$ cat src/rtl/decoder_scan_n.sv
// Registered N-to-2**N one-hot decoder with a valid/ready input handshake.
// Optional exhaustive scan mode (sweep of every code, DWELL cycles each) is compiled in with DECODER_SCAN_EN.
module decoder_scan_n #(
    parameter int N     = 3,
    parameter int DWELL = 10
) (
    input  logic            clk,
    input  logic            rst,
    input  logic            en,
    input  logic [N-1:0]    a,
    input  logic            in_valid,
    output logic            in_ready,
    input  logic            scan_start,
    output logic [2**N-1:0] y,
    output logic            y_valid,
    output logic [N-1:0]    code,
    output logic            scan_active,
    output logic            scan_done,
    output logic            state_dbg
);

    localparam int W  = 2**N;
    localparam int CW = (DWELL > 1) ? $clog2(DWELL) : 1;

    // Handshake: a transfer happens on a rising edge where in_valid & in_ready are both high.
    // in_valid may be held without a transfer; in_ready depends on en, state, scan_start and rst only.

`ifdef DECODER_SCAN_EN

    typedef enum logic {IDLE = 1'b0, SCAN = 1'b1} state_t;

    state_t          state_q, state_d;
    logic [CW-1:0]   dwell_q, dwell_d;
    logic [N-1:0]    cnt_q, cnt_d;
    logic [W-1:0]    y_q, y_d;
    logic [N-1:0]    code_q, code_d;
    logic            yv_q, yv_d;
    logic            active_q, active_d;
    logic            done_q, done_d;

    assign in_ready = en & (state_q == IDLE) & ~scan_start & ~rst;

    always_comb begin
        state_d  = state_q;
        dwell_d  = dwell_q;
        cnt_d    = cnt_q;
        y_d      = y_q;
        code_d   = code_q;
        yv_d     = yv_q;
        active_d = active_q;
        done_d   = 1'b0;
        if (!en) begin
            // Disable aborts any sweep silently; no done pulse.
            state_d  = IDLE;
            dwell_d  = '0;
            cnt_d    = '0;
            y_d      = '0;
            code_d   = '0;
            yv_d     = 1'b0;
            active_d = 1'b0;
        end else begin
            case (state_q)
                IDLE: begin
                    if (scan_start) begin
                        state_d  = SCAN;
                        dwell_d  = '0;
                        cnt_d    = '0;
                        y_d      = W'(1);
                        code_d   = '0;
                        yv_d     = 1'b1;
                        active_d = 1'b1;
                    end else if (in_valid) begin
                        y_d    = W'(1) << a;
                        code_d = a;
                        yv_d   = 1'b1;
                    end
                end
                SCAN: begin
                    if (dwell_q == CW'(DWELL - 1)) begin
                        dwell_d = '0;
                        if (cnt_q == N'(W - 1)) begin
                            state_d  = IDLE;
                            cnt_d    = '0;
                            y_d      = '0;
                            code_d   = '0;
                            yv_d     = 1'b0;
                            active_d = 1'b0;
                            done_d   = 1'b1;
                        end else begin
                            cnt_d  = cnt_q + 1'b1;
                            code_d = cnt_q + 1'b1;
                            y_d    = y_q << 1;
                        end
                    end else begin
                        dwell_d = dwell_q + 1'b1;
                    end
                end
                default: state_d = IDLE;
            endcase
        end
    end

    always_ff @(posedge clk) begin
        if (rst) begin
            state_q  <= IDLE;
            dwell_q  <= '0;
            cnt_q    <= '0;
            y_q      <= '0;
            code_q   <= '0;
            yv_q     <= 1'b0;
            active_q <= 1'b0;
            done_q   <= 1'b0;
        end else begin
            state_q  <= state_d;
            dwell_q  <= dwell_d;
            cnt_q    <= cnt_d;
            y_q      <= y_d;
            code_q   <= code_d;
            yv_q     <= yv_d;
            active_q <= active_d;
            done_q   <= done_d;
        end
    end

    assign y           = y_q;
    assign y_valid     = yv_q;
    assign code        = code_q;
    assign scan_active = active_q;
    assign scan_done   = done_q;
    assign state_dbg   = (state_q == SCAN);

`else

    logic [W-1:0] y_q;
    logic [N-1:0] code_q;
    logic         yv_q;
    logic         unused_scan_start;

    assign unused_scan_start = scan_start;
    assign in_ready          = en & ~rst;

    always_ff @(posedge clk) begin
        if (rst || !en) begin
            y_q    <= '0;
            code_q <= '0;
            yv_q   <= 1'b0;
        end else if (in_valid) begin
            y_q    <= W'(1) << a;
            code_q <= a;
            yv_q   <= 1'b1;
        end
    end

    assign y           = y_q;
    assign y_valid     = yv_q;
    assign code        = code_q;
    assign scan_active = 1'b0;
    assign scan_done   = 1'b0;
    assign state_dbg   = 1'b0;

`endif

endmodule
$ cat config.mk
export PLATFORM = sky130hd
export DESIGN_NAME = decoder_scan_n
export DESIGN_NICKNAME = d
export VERILOG_FILES = /design/src/rtl/decoder_scan_n.sv
export SDC_FILE = /design/constraint.sdc
export NUM_CORES = 1
export LEC_CHECK = 0
export ABC_AREA = 1
export CORE_MARGIN = 3
export CORE_UTILIZATION = 37
export DETAILED_ROUTE_END_ITERATION = 10
export GPL_TIMING_DRIVEN = 0
export PLACE_DENSITY_LB_ADDON = 0.15
export SYNTH_ARGS = -nofsm -noshare
export SYNTH_HDL_FRONTEND = slang
export SYNTH_SLANG_ARGS = --single-unit
$ cat constraint.sdc
create_clock -name clk -period 0.8 [get_ports clk]
set_clock_uncertainty 0.05 [all_clocks]
set_input_delay 0.16 -clock clk [delete_from_list [all_inputs] [get_ports clk]]
set_output_delay 0.16 -clock clk [all_outputs]
set_load 0.02 [all_outputs]
==> results list <==
- Result of the run: complete, but fails checks
- The checks that failed: negative setup slack.
* Combinational cell fraction of total power: 15.1%
- Prior to clock tree synthesis, the placed netlist has a worst setup slack of -0.986 ns.
* Setup slack after layout: -0.134 ns
- Yosys mapped the design onto 11 distinct sky130hd cell types.
- I/O pin count: 24
- Via count: 502
- The initial antenna violation count came to 0.
* Final hold violation count: 0
- Net Switching: 0.324 mW
* Initial core utilization: 41.3%
* Critical path's top delay family: flip-flops
- In this run the number of H-tree levels came out at 1.
* Final count of pins violating max slew: 0
- The number of antenna diodes in the final layout is 0.
* Per-cell via count in the routed design: 4.52
* Floorplan core area: 1170 um^2
- GRT Residual Overflow: 0
- The first global-routing pass estimated 1.93 mm of wire.
- Total area of sequential cells: 255 um^2
* Vias in the first global route: 477
- Per report_power, the clock group accounts for 37.4% of the total.
* Unrepaired setup endpoints after global routing: true
* Cells on worst reg2reg path: 3
- Critical-path maximum fanout: 2
* Number of design-rule violations left by the first detailed-router iteration: 5
- Flip-flop and latch count after synthesis: 12
- The largest individual stage delay along the critical path comes from the cell sky130_fd_sc_hd__dfxtp_2.
* Cell at the root of the clock tree: sky130_fd_sc_hd__clkbuf_4
- Together, buffers and inverters on the worst path number 1.
* Met3 routed WL: 75 um
* Horizontal extent of the die: 42.2 um
- After layout, the worst path uses 117% of the clock period.
* Cell-internal power: 0.978 mW
* Number of max-cap violations: 0
- The filler cells instantiated in the layout total 103.
* Pin count of the biggest net entering global routing: 11
- Hold path cells: 5
* Proportion of layout cells with a drive suffix above 1: 50.5%
* Flop2flop setup slack: 0.06 ns
- After detailed routing, the wire length on met1 is 521 um.
* Final std cells w/o fill: 111
- Biggest area consumer among synthesized cells: sky130_fd_sc_hd__dfxtp_1
- Count of clock tree sinks: 12
- Synthesis-to-finish area growth: 68.2%
- Latest clock arrival within the worst-skew pair: 0.27 ns
* Global Route Usage Sum: 14.0%
- The tightest min-delay check is of the input pin to flip-flop type.
- Capture instance of the worst register-to-register path: y[5]
- CTS tree: done
- Buffers inserted during clock tree synthesis total 3.
- STA classifies the critical path startpoint as a flip-flop.
- Arrival time at the worst endpoint: 0.72 ns
- For this block, the routed nets add up to 1.19 mm of wire.
- After detailed placement, the total cell area comes to 699 um^2.
- Total non-filler cell area in the finished layout: 815 um^2
* Estimated wirelength of the detail-placed design: 763 um
- Yosys printed 0 warnings.
- Yosys attributes the largest share of cell area to sky130_fd_sc_hd__dfxtp_1, sky130_fd_sc_hd__nand2_1, sky130_fd_sc_hd__a21oi_1.
- Net switching is 24.9% of the power.
- Beginning of the worst register-to-register path: y[5]
- The smallest clock period supported by the final layout is computed as 0.934 ns.
- In the detailed route, the total length drawn on met2 is 589 um.
- Portion of total power attributed to sequential cells: 47.5%
- The floorplan step defined a die boundary enclosing 1780 um^2.
* Critical path, cell by cell: buf_6
- For this run, the slowest stage of the critical path takes 0.33 ns.
* Hold-fix buffers at CTS: 0
* Total DRC errors in the routed layout: 0
- Endpoint class of the critical path: output port
- Final routed wire length divided by cell count: 10.8 um
* # placed instances: 101
- Dividing total power by cell area gives a power density of 1600 nW/um^2.
* Avg Cell Area, Syn: 7.34 um^2
- Part of the Yosys area used for sequential elements: 49.6%
- The net count of the finished layout is 106.
- Timing would allow up to 1070 MHz.
- Setup violations remaining at the end of the flow were counted as 12.
* Highest metal layer with signal wires: met4
- From bottom edge to top edge, the die measures 42.2 um.
* Residual antenna-violating net count after detailed routing: 0
- At the worst endpoint, the required time is 0.59 ns.
- Combined area of the multi-input logic cells: 193 um^2
* Routability cong.: 0.780
- Syn Std Cell Area: 484 um^2
- End point of the worst hold path: code[2]
- Counting along the longest clock path gives a buffer depth of 2.
* Beginning of the worst hold path: rst
- Count of standard-cell rows: 12
- Static leakage power: 0.384 nW
* Number of detailed-route iterations in the first pass: 4
- The critical path is of the flip-flop to output port type.
* Clock slew seen by the registers of the worst setup and hold paths: 0.08 ns
- Port Buffers: 19
- Instance count of the mapped netlist: 66
* Synth top area share: 49.6%
- VDD sags by at most 914 uV.
==> layout by cell type (no fill, tap or decap) <==
master	synthesis	final
sky130_fd_sc_hd__nand2_1	24	23
sky130_fd_sc_hd__buf_6	1	15
sky130_fd_sc_hd__dfxtp_2	0	12
sky130_fd_sc_hd__a21oi_1	11	10
sky130_fd_sc_hd__buf_4	3	10
sky130_fd_sc_hd__nor2_1	5	5
sky130_fd_sc_hd__inv_2	2	4
sky130_fd_sc_hd__inv_1	5	3
sky130_fd_sc_hd__conb_1	1	3
sky130_fd_sc_hd__clkbuf_4	0	3
sky130_fd_sc_hd__dlygate4sd2_1	0	2
sky130_fd_sc_hd__clkdlybuf4s15_1	0	2
sky130_fd_sc_hd__nand2_2	0	1
sky130_fd_sc_hd__nor2_4	1	1
sky130_fd_sc_hd__a21oi_2	0	1
sky130_fd_sc_hd__clkbuf_8	0	1
sky130_fd_sc_hd__buf_2	1	1
==> sequential cells by signal, indices dropped and copies added (netlist names) <==
name / cells
code: 3
y: 8
y_valid: 1
==> per-layer routing <==
layer / global-route usage (%) / up-vias
li1: - / 257
met1: 17.7 / 227
met2: 22.2 / 16
met3: 3.86 / 2
met4: 5.59 / 0
met5: 0 / -
==> power groups by stage <==
stage                     combinational, mW  sequential (mW)  clock (mW)
after floorplan                      0.0846            0.643           0
after global placement                0.177            0.628           0
after detailed placement              0.179            0.629           0
after CTS                             0.188            0.619       0.499
after global routing                  0.214            0.621       0.528
final                                 0.196            0.618       0.487
==> worst max path at each step <==
stage               startpoint        to  cells after the start
floorplan                  rst  in_ready                      4
global placement           rst  in_ready                      6
detailed placement         rst  in_ready                      6
CTS                    code[0]   code[0]                      1
global route              y[1]      y[1]                      1
finish                    y[4]      y[4]                      1
==> Yosys cell counts, drive strengths merged <==
| cell | instances |
|---|---|
| nand2 | 24 |
| nor2 | 6 |
| inv | 7 |
| dfxtp | 12 |
| a21oi | 11 |
| buf | 5 |
| conb | 1 |
==> metrics by stage <==
step                total power, mW  utilization, %  setup TNS [ns]  hold WS (ns)
floorplan                     0.728               -               0         0.239
detailed placement            0.808            59.7          -10.14         0.407
global route                   1.36            69.6           -1.96         0.238
CTS                            1.31            66.8           -1.68         0.168
global placement              0.805            59.7           -9.92         0.397
finish                         1.30            69.6           -1.58         0.217
==> cell families (layout without fill, tap and decap cells) <==
group                  Yosys count  after routing  synth area share, %
AND/OR/NAND/NOR                 30             30                 24.8
buffers and inverters           12             41                 13.4
flip-flops                      12             12                 49.6
AO/OA/AOI/OAI                   11             11                 11.4
other                            1              3                0.774
==> tightest hold or removal path: cells and delay by family <==
kind            cells  cell delay (ns)
simple gates        1             0.09
compound gates      1             0.03
buf+inv             3             0.22
==> what timing repair did <==
action,4_1_cts,5_1_grt
cloned,0,1
resized for setup,107,4
setup endpoints to repair,25,15
setup buffers,2,4
pin swaps,2,0
==> final cells by class <==
class | instances | area share, %
Inverter | 7 | 3.23
Clock buffer | 4 | 4.45
Timing Repair Buffer | 26 | 31.0
Multi-Input combinational cell | 44 | 23.7
Sequential cell | 12 | 31.3
Buffer | 4 | 4.15
Tap cell | 14 | 2.15
No activity file was read; power rests on OpenSTA's default activity.
